--- config.mk ---
export PLATFORM = sky130hd
export DESIGN_NAME = mem_data_path
export DESIGN_NICKNAME = d
export VERILOG_FILES = /design/src/rtl/mem_data_path.sv
export SDC_FILE = /design/constraint.sdc
export NUM_CORES = 1
export LEC_CHECK = 0
export ABC_CLOCK_PERIOD_IN_PS = 3400
export CAP_MARGIN = 20
export CORE_ASPECT_RATIO = 1.1
export CORE_MARGIN = 2
export CORE_UTILIZATION = 41
export DETAILED_ROUTE_END_ITERATION = 7
export PLACE_DENSITY = 0.89
export SLEW_MARGIN = 20
export SYNTH_ARGS = -nofsm -noshare
export SYNTH_HDL_FRONTEND = slang
export SYNTH_SLANG_ARGS = --single-unit
--- constraint.sdc ---
create_clock -name Clk -period 3.4 [get_ports Clk]
set_input_delay 0.68 -clock Clk [delete_from_list [all_inputs] [get_ports Clk]]
set_output_delay 0.68 -clock Clk [all_outputs]
set_load 0.01 [all_outputs]
--- src/rtl/mem_data_path.sv ---
// mem_data_path
//   MAR/MDR register pair and fixed-latency memory-access sequencer. MAR and
//   MDR load from the datapath bus; MDR also feeds the bus mux. Each access
//   holds one strobe for MEM_WAIT cycles, then pulses done for one cycle.
//
//   state  | meaning
//   -------+---------------------------------------------------------------
//   IDLE   | waiting for mem_start; LD_MAR/LD_MDR accepted
//   ACCESS | strobe of latched op high for MEM_WAIT cycles; loads ignored
//   DONE   | one-cycle done pulse; LD_MAR/LD_MDR accepted, mem_start ignored
//
// Ports
//   Clk, Reset           clock (rising edge), async active-high reset
//   bus_in               datapath bus value, source for MAR/MDR loads
//   LD_MAR, LD_MDR       register load enables (IDLE/DONE only)
//   mem_start, mem_we    access request and direction (1 = write)
//   mem_rdata            SRAM read data, captured on the last ACCESS edge
//   mar_out, mdr_out     register contents
//   mem_addr, mem_wdata  SRAM address / write data (= MAR / MDR)
//   mem_rd, mem_wr       SRAM strobes, high throughout ACCESS
//   busy, done           ACCESS indicator, one-cycle completion pulse
module mem_data_path #(
  parameter int DATA_W   = 16,
  parameter int ADDR_W   = 16,
  parameter int MEM_WAIT = 2
) (
  input  logic              Clk,
  input  logic              Reset,
  input  logic [DATA_W-1:0] bus_in,
  input  logic              LD_MAR,
  input  logic              LD_MDR,
  input  logic              mem_start,
  input  logic              mem_we,
  input  logic [DATA_W-1:0] mem_rdata,
  output logic [ADDR_W-1:0] mar_out,
  output logic [DATA_W-1:0] mdr_out,
  output logic [ADDR_W-1:0] mem_addr,
  output logic [DATA_W-1:0] mem_wdata,
  output logic              mem_rd,
  output logic              mem_wr,
  output logic              busy,
  output logic              done
);

  // Counter must be able to hold MEM_WAIT itself: the exit compare is made
  // against the incremented value.
  localparam int CNT_W = (MEM_WAIT < 2) ? 1 : $clog2(MEM_WAIT + 1);

  typedef enum logic [1:0] {S_IDLE, S_ACCESS, S_DONE} state_t;

  state_t              state_q, state_d;
  logic [CNT_W-1:0]    cnt_q, cnt_d, cnt_inc;
  logic                we_q, we_d;
  logic [ADDR_W-1:0]   mar_q, mar_d;
  logic [DATA_W-1:0]   mdr_q, mdr_d;
  logic                last_cycle;

  assign cnt_inc    = cnt_q + CNT_W'(1);
  assign last_cycle = (cnt_inc == CNT_W'(MEM_WAIT));

  always_ff @(posedge Clk or posedge Reset) begin
    if (Reset) begin
      state_q <= S_IDLE;
      cnt_q   <= '0;
      we_q    <= 1'b0;
      mar_q   <= '0;
      mdr_q   <= '0;
    end else begin
      state_q <= state_d;
      cnt_q   <= cnt_d;
      we_q    <= we_d;
      mar_q   <= mar_d;
      mdr_q   <= mdr_d;
    end
  end

  always_comb begin
    state_d = state_q;
    cnt_d   = cnt_q;
    we_d    = we_q;
    mar_d   = mar_q;
    mdr_d   = mdr_q;
    case (state_q)
      S_IDLE: begin
        // Loads and start share the edge, so a same-edge start sees the new MAR/MDR.
        if (LD_MAR) mar_d = bus_in[ADDR_W-1:0];
        if (LD_MDR) mdr_d = bus_in;
        if (mem_start) begin
          we_d    = mem_we;
          cnt_d   = '0;
          state_d = S_ACCESS;
        end
      end
      S_ACCESS: begin
        cnt_d = cnt_inc;
        if (last_cycle) begin
          state_d = S_DONE;
          if (!we_q) mdr_d = mem_rdata;
        end
      end
      S_DONE: begin
        if (LD_MAR) mar_d = bus_in[ADDR_W-1:0];
        if (LD_MDR) mdr_d = bus_in;
        state_d = S_IDLE;
      end
      default: state_d = S_IDLE;
    endcase
  end

  // Pure state decode: async reset to IDLE drops strobes immediately.
  assign busy      = (state_q == S_ACCESS);
  assign mem_rd    = busy && !we_q;
  assign mem_wr    = busy && we_q;
  assign done      = (state_q == S_DONE);
  assign mar_out   = mar_q;
  assign mdr_out   = mdr_q;
  assign mem_addr  = mar_q;
  assign mem_wdata = mdr_q;

endmodule
==> flow_metrics.py, run 1 <==
metrics = {
    "run_status": {
        "outcome": "finished clean",
    },
    "setup_path": {
        "crit_type": "reg -> out",
        "worstReg2RegStart": "state_q[0]",
        "start_kind": "flop",
        "timing.critical_path.required_ns": 2.72,
        "ff2ff_path_depth": 4,
        "ff2ff_setup_slack_ns": 1.22,
        "worst-path-max-fanout": 14,
        "crit_arrival_ns": 1.91,
        "r2r-end": "mdr_out[11]",
        "worst_setup_path_end_kind": "output port",
    },
    "routing": {
        "drtIter0Drc": 24,
        "vias": 1317,
        "firstDrtPassIters": 2,
        "route.detailed.drc": 0,
        "wire_per_inst_um": 14.3,
        "antenna_left": 0,
        "routed_wirelength_mm": 3.97,
        "vias_per_cell": 4.74,
    },
    "timing": {
        "setup_tns_ns": 0,
        "fmax_mhz": 386,
        "report.final.hold_viol_count": 0,
        "hold_slack_ns": 0.499,
        "finalCritPeriodShare_pct": 76.2,
        "layout_setup_ws_ns": 0.808,
        "rsz0062_at_grt": "false",
        "slew_viol_final": 0,
        "fin_crit_ns": 2.59,
        "maxSlewHeadroom_pct": 55.6,
        "worstMarginPinSlew_ns": 0.666,
        "finalSetupViolCount": 0,
        "fin_worst_skew_ns": 0.00209,
    },
    "clocking": {
        "cts_buffers": 5,
        "cts_hold_buf": 0,
        "clock-sinks": 37,
        "cts_tree": "built",
        "cts_resized": 0,
        "clk_pin_slew_ns": 0.07,
        "htreeDepth": 2,
        "cts_buffer_depth": 2,
        "clk_latency_ns": 0.28,
        "post_cts_buffers": 0,
        "cts-root-buf": "clkbuf_8",
    },
    "placement": {
        "dpl.hpwl_mm": 2.97,
        "port-buffer-count": 105,
        "dp.cells": 270,
        "gp_congestion": 0.791,
        "dp_slack_ns": 1.05,
    },
    "synth": {
        "yosysWarnings": 0,
        "synth.top_cell.area_share_pct": 49.1,
        "yosysUniqueCellTypes": 17,
        "synth_area_sq_um": 1890,
        "synth.area.top_cells": "dfrtp_1, mux2_2, buf_4",
        "ys_seq_elements": 37,
        "synth_nets": 184,
        "yosysTopAreaCell": "dfrtp_1",
        "syn_inst": 145,
        "syn_avg_cell_area_sq_um": 13.0,
        "yosysSeqAreaShare_pct": 49.1,
    },
    "job": {
        "cap_violations": 0,
    },
    "finish": {
        "area_growth_pct": 50.5,
        "antenna_cells": 0,
        "drive_gt1_share_pct": 22.3,
        "fin_cells": 278,
        "nNetsFinal": 262,
    },
    "die": {
        "die_y_um": 75.1,
        "initial_core_util_pct": 43.4,
        "ios": 106,
        "dieArea_sq_um": 5160,
        "die_w_um": 68.7,
        "core_area_sq_um": 4350,
        "row_count": 25,
    },
    "pwr": {
        "power_density_nw_per_um2": 972,
        "total_power_uw": 2760,
        "ir_drop_v": 0.000465,
        "power.leakage_uw": 0.00115,
    },
    "grt": {
        "overflow": 0,
        "grt_max_degree": 38,
        "grtUsageTotal_pct": 16.6,
        "grt_pass1_vias": 1248,
        "grt_antenna_before_repair": 0,
        "grt_pass1_wl_mm": 6.13,
    },
    "hold_path": {
        "min_path_cells": 2,
        "min-delay-start": "cnt_q[1]",
        "min_to": "cnt_q[1]",
        "hp-class": "reg -> reg",
    },
}
[cells by family (layout without fill, tap and decap cells)]
kind of cell / after synthesis / count (layout) / synth area share [%]
buffers and inverters: 40 / 119 / 15.0
AND/OR/NAND/NOR: 13 / 13 / 3.65
flip-flops: 37 / 37 / 49.1
multiplexers: 49 / 49 / 29.3
adder cells (fa/ha/maj): 1 / 1 / 0.663
AO/OA/AOI/OAI: 5 / 5 / 2.32
[how the worst max path moves through the flow]
stage / from / endpoint / slack, ns / depth (start not counted)
after global placement: LD_MDR / mdr_out[12] / 1.06 / 4
after global routing: state_q[0] / mem_wr / 0.64 / 4
after detailed placement: LD_MDR / mdr_out[11] / 1.05 / 4
final: state_q[0] / mem_wr / 0.81 / 4
after CTS: state_q[0] / mem_wr / 0.77 / 4
after floorplan: state_q[0] / mem_wr / 1.67 / 4
[per-stage QoR]
step | cell area, sq um | util (%)
CTS | 2840 | 65.3
global route | 2840 | 65.3
global placement | 2760 | 63.4
detailed placement | 2760 | 63.4
finish | 2840 | 65.3
floorplan | 1890 | -
[per-layer routing]
| metal | routed length [um] | GRT usage (%) | share of wire, % |
|---|---|---|---|
| met1 | 1570 | 18.8 | 39 |
| met2 | 1990 | 28.4 | 50 |
| met3 | 357 | 6.13 | 9.0 |
| met4 | 58 | 6.00 | 1.5 |
| met5 | 0 | 0 | 0 |
[critical path: stages (launching register included)]
cell and delay, ns:
dfrtp_1 0.68, nand2b_1 0.19, inv_1 0.11, and2_1 0.13, clkdlybuf4s50_1 0.52
[sequential cells by signal, summed over array words and instances, names as in the netlist]
name     flops
mdr_out     16
cnt_q        2
we_q         1
mar_out     16
state_q      2
[where the power goes]
group          switching, uW  internal [uW]
Combinational            575           1030
Sequential               195            668
Clock                    141            145
Total                    911           1850
[cell type report]
class	count	area [sq um]
well taps	54	67.6
multi-input cells	68	679
repair buffers	108	1070
fillers	337	1510
clock buffers	8	80.1
flip-flops and latches	37	926
inverters	3	11.3
[cell usage after synthesis]
cell type  count
buf_6          1
nor2_1         3
mux2_1         9
a21oi_1        1
dfrtp_1       37
and2_1         2
nand2b_1       3
inv_1          3
o21ai_0        2
nor2b_1        3
nand2_1        2
buf_2          4
buf_4         32
ha_1           1
mux2_2        40
a31oi_4        1
o21bai_1       1
[cell usage in the layout (no fill, tap or decap), drive strengths merged]
master and count:
clkdlybuf4s50 105, mux2 49, dfrtp 37, clkbuf 8
nor2 3, nand2b 3, inv 3, buf 3
nor2b 3, nand2 2, o21ai 2, and2 2
a31oi 1, o21bai 1, a21oi 1, ha 1
(Power assumes the default switching activity.)
==> run 2, diff against run 1 <==
--- a/config.mk
+++ b/config.mk
@@ -5,13 +5,13 @@
 export SDC_FILE = /design/constraint.sdc
 export NUM_CORES = 1
 export LEC_CHECK = 0
-export ABC_CLOCK_PERIOD_IN_PS = 3400
+export ABC_CLOCK_PERIOD_IN_PS = 2200
 export CAP_MARGIN = 20
 export CORE_ASPECT_RATIO = 1.1
 export CORE_MARGIN = 2
-export CORE_UTILIZATION = 41
+export CORE_UTILIZATION = 35
 export DETAILED_ROUTE_END_ITERATION = 7
-export PLACE_DENSITY = 0.89
+export PLACE_DENSITY = 0.81
 export SLEW_MARGIN = 20
 export SYNTH_ARGS = -nofsm -noshare
 export SYNTH_HDL_FRONTEND = slang
==> constraint.sdc (replaced) <==
create_clock -name Clk -period 2.2 [get_ports Clk]
set_input_delay 0.44 -clock Clk [delete_from_list [all_inputs] [get_ports Clk]]
set_output_delay 0.44 -clock Clk [all_outputs]
set_load 0.01 [all_outputs]
==> run 2 against run 1 <==
Against the previous run: utilization is 11 points lower; sequential share of layout area is 0.62 points lower; setup slack lost 0.70 ns; power grew 57%; global-route usage decreased by 2.5 points; combinational power increased by 58%; critical endpoint unchanged; largest power group unchanged.
==> flow_metrics.py, run 2 (synthesized netlist as in run 1, its figures left out) <==
metrics = {
    "run_status": {
        "outcome": "finished clean",
    },
    "timing": {
        "report.final.hold_viol_count": 0,
        "fin_crit_ns": 2.09,
        "layout_setup_ws_ns": 0.106,
        "setup_tns_ns": 0,
        "slew_viol_final": 0,
        "finalCritPeriodShare_pct": 95.2,
        "rsz0062_at_grt": "false",
        "finalSetupViolCount": 0,
        "fmax_mhz": 477,
        "maxSlewHeadroom_pct": 68.6,
        "worstMarginPinSlew_ns": 0.471,
        "fin_worst_skew_ns": 0.00479,
    },
    "routing": {
        "wl_met3_um": 318,
        "wl_met2_mm": 2.21,
        "antenna_left": 0,
        "route.detailed.drc": 0,
        "firstDrtPassIters": 2,
        "vias": 1337,
        "vias_per_cell": 4.43,
        "drtIter0Drc": 42,
        "routed_wirelength_mm": 4.18,
        "highest_layer": "met4",
        "wl_met1_mm": 1.61,
        "wire_per_inst_um": 13.8,
    },
    "clocking": {
        "clock-sinks": 37,
        "cts_hold_buf": 0,
        "cts_buffer_depth": 2,
        "htreeDepth": 2,
        "clk_latency_ns": 0.28,
        "post_cts_buffers": 0,
        "cts_tree": "built",
        "clk_pin_slew_ns": 0.07,
        "cts-root-buf": "clkbuf_8",
        "cts_resized": 0,
        "cts_buffers": 5,
    },
    "finish": {
        "layout_commonest_cell": "clkdlybuf4s50_1",
        "antenna_cells": 0,
        "fillers": 463,
        "utilization_pct": 54.7,
        "nNetsFinal": 265,
        "final_cell_mix": "clkdlybuf4s50_1, mux2_2, dfrtp_1, mux2_1, buf_4",
        "drive_gt1_share_pct": 24.7,
        "area_growth_pct": 53.4,
    },
    "pwr": {
        "power_density_nw_per_um2": 1490,
        "ir_drop_v": 0.000591,
        "power.leakage_uw": 0.00117,
    },
    "die": {
        "die_y_um": 81.0,
        "core_area_sq_um": 5290,
        "dieArea_sq_um": 5990,
        "row_count": 28,
        "initial_core_util_pct": 35.6,
        "die_w_um": 74.0,
        "ios": 106,
    },
    "placement": {
        "dp_slack_ns": 0.391,
        "gp_congestion": 0.659,
        "port-buffer-count": 105,
        "dpl.hpwl_mm": 3.14,
    },
    "setup_path": {
        "worst_setup_path_end_kind": "output port",
        "crit_arrival_ns": 1.65,
        "worst-path-max-fanout": 6,
        "timing.critical_path.required_ns": 1.76,
        "start_kind": "flop",
        "crit_type": "reg -> out",
    },
    "grt": {
        "grt_pass1_vias": 1310,
        "grtUsageTotal_pct": 14.1,
        "overflow": 0,
        "grt_pass1_wl_mm": 6.33,
        "grt_max_degree": 38,
        "grt_antenna_before_repair": 0,
    },
    "job": {
        "cap_violations": 0,
    },
    "hold_path": {
        "hp-class": "reg -> reg",
    },
}
run 2: changes by cell type in the layout (fill, tap and decap cells not counted):
cell and delta:
clkinvlp_4 +1, buf_4 +3, clkinv_2 +2, clkbuf_1 -3
run 2: per-stage QoR:
stage	power, uW	area [sq um]	hold slack [ns]	cells
2_1_floorplan	2780	1890	0.450	145
3_3_place_gp	3860	2810	0.465	294
3_5_place_dp	3910	2810	0.485	294
4_1_cts	4390	2890	0.504	302
5_1_grt	4610	2890	0.531	302
6_report	4320	2890	0.497	302
run 2: power by group:
group	switching, uW	total (uW)	internal, uW
registers	273	1300	1030
logic	930	2550	1630
clock network	238	457	218
total	1440	4320	2880
run 2: path summary, 6_finish.rpt:
check	from	to	slack, ns	cells past startpoint
hold reg to reg	cnt_q[1]	cnt_q[1]	0.50	2
setup reg to reg	state_q[0]	mar_out[5]	0.69	4
min in group asynchronous	Reset	mdr_out[14]	0.58	3
hold / removal	cnt_q[1]	cnt_q[1]	0.50	2
setup / recovery	state_q[1]	mem_wr	0.11	4
max in group asynchronous	Reset	mdr_out[15]	1.29	3
run 2: area by class of cell:
type / instances / area, sq um / area share [%]
clock inverter: 3 / 17.5 / 0.606
inverter: 3 / 11.3 / 0.389
timing repair buffer: 111 / 1100 / 37.9
sequential: 37 / 926 / 32.0
multi-input combinational: 68 / 679 / 23.5
tap: 75 / 93.8 / 3.24
clock buffer: 5 / 68.8 / 2.38
run 2: per-layer routing:
layer,vias to the layer above,global-route usage (%)
met5,-,0
met4,0,3.82
met3,7,5.09
met2,53,25.4
met1,658,15.3
li1,619,-
run 2: critical path, cell delays in order (launching register included):
cell and delay [ns]:
dfrtp_1 0.42, nand2b_1 0.21, inv_1 0.10, and2_1 0.12
clkdlybuf4s50_1 0.52
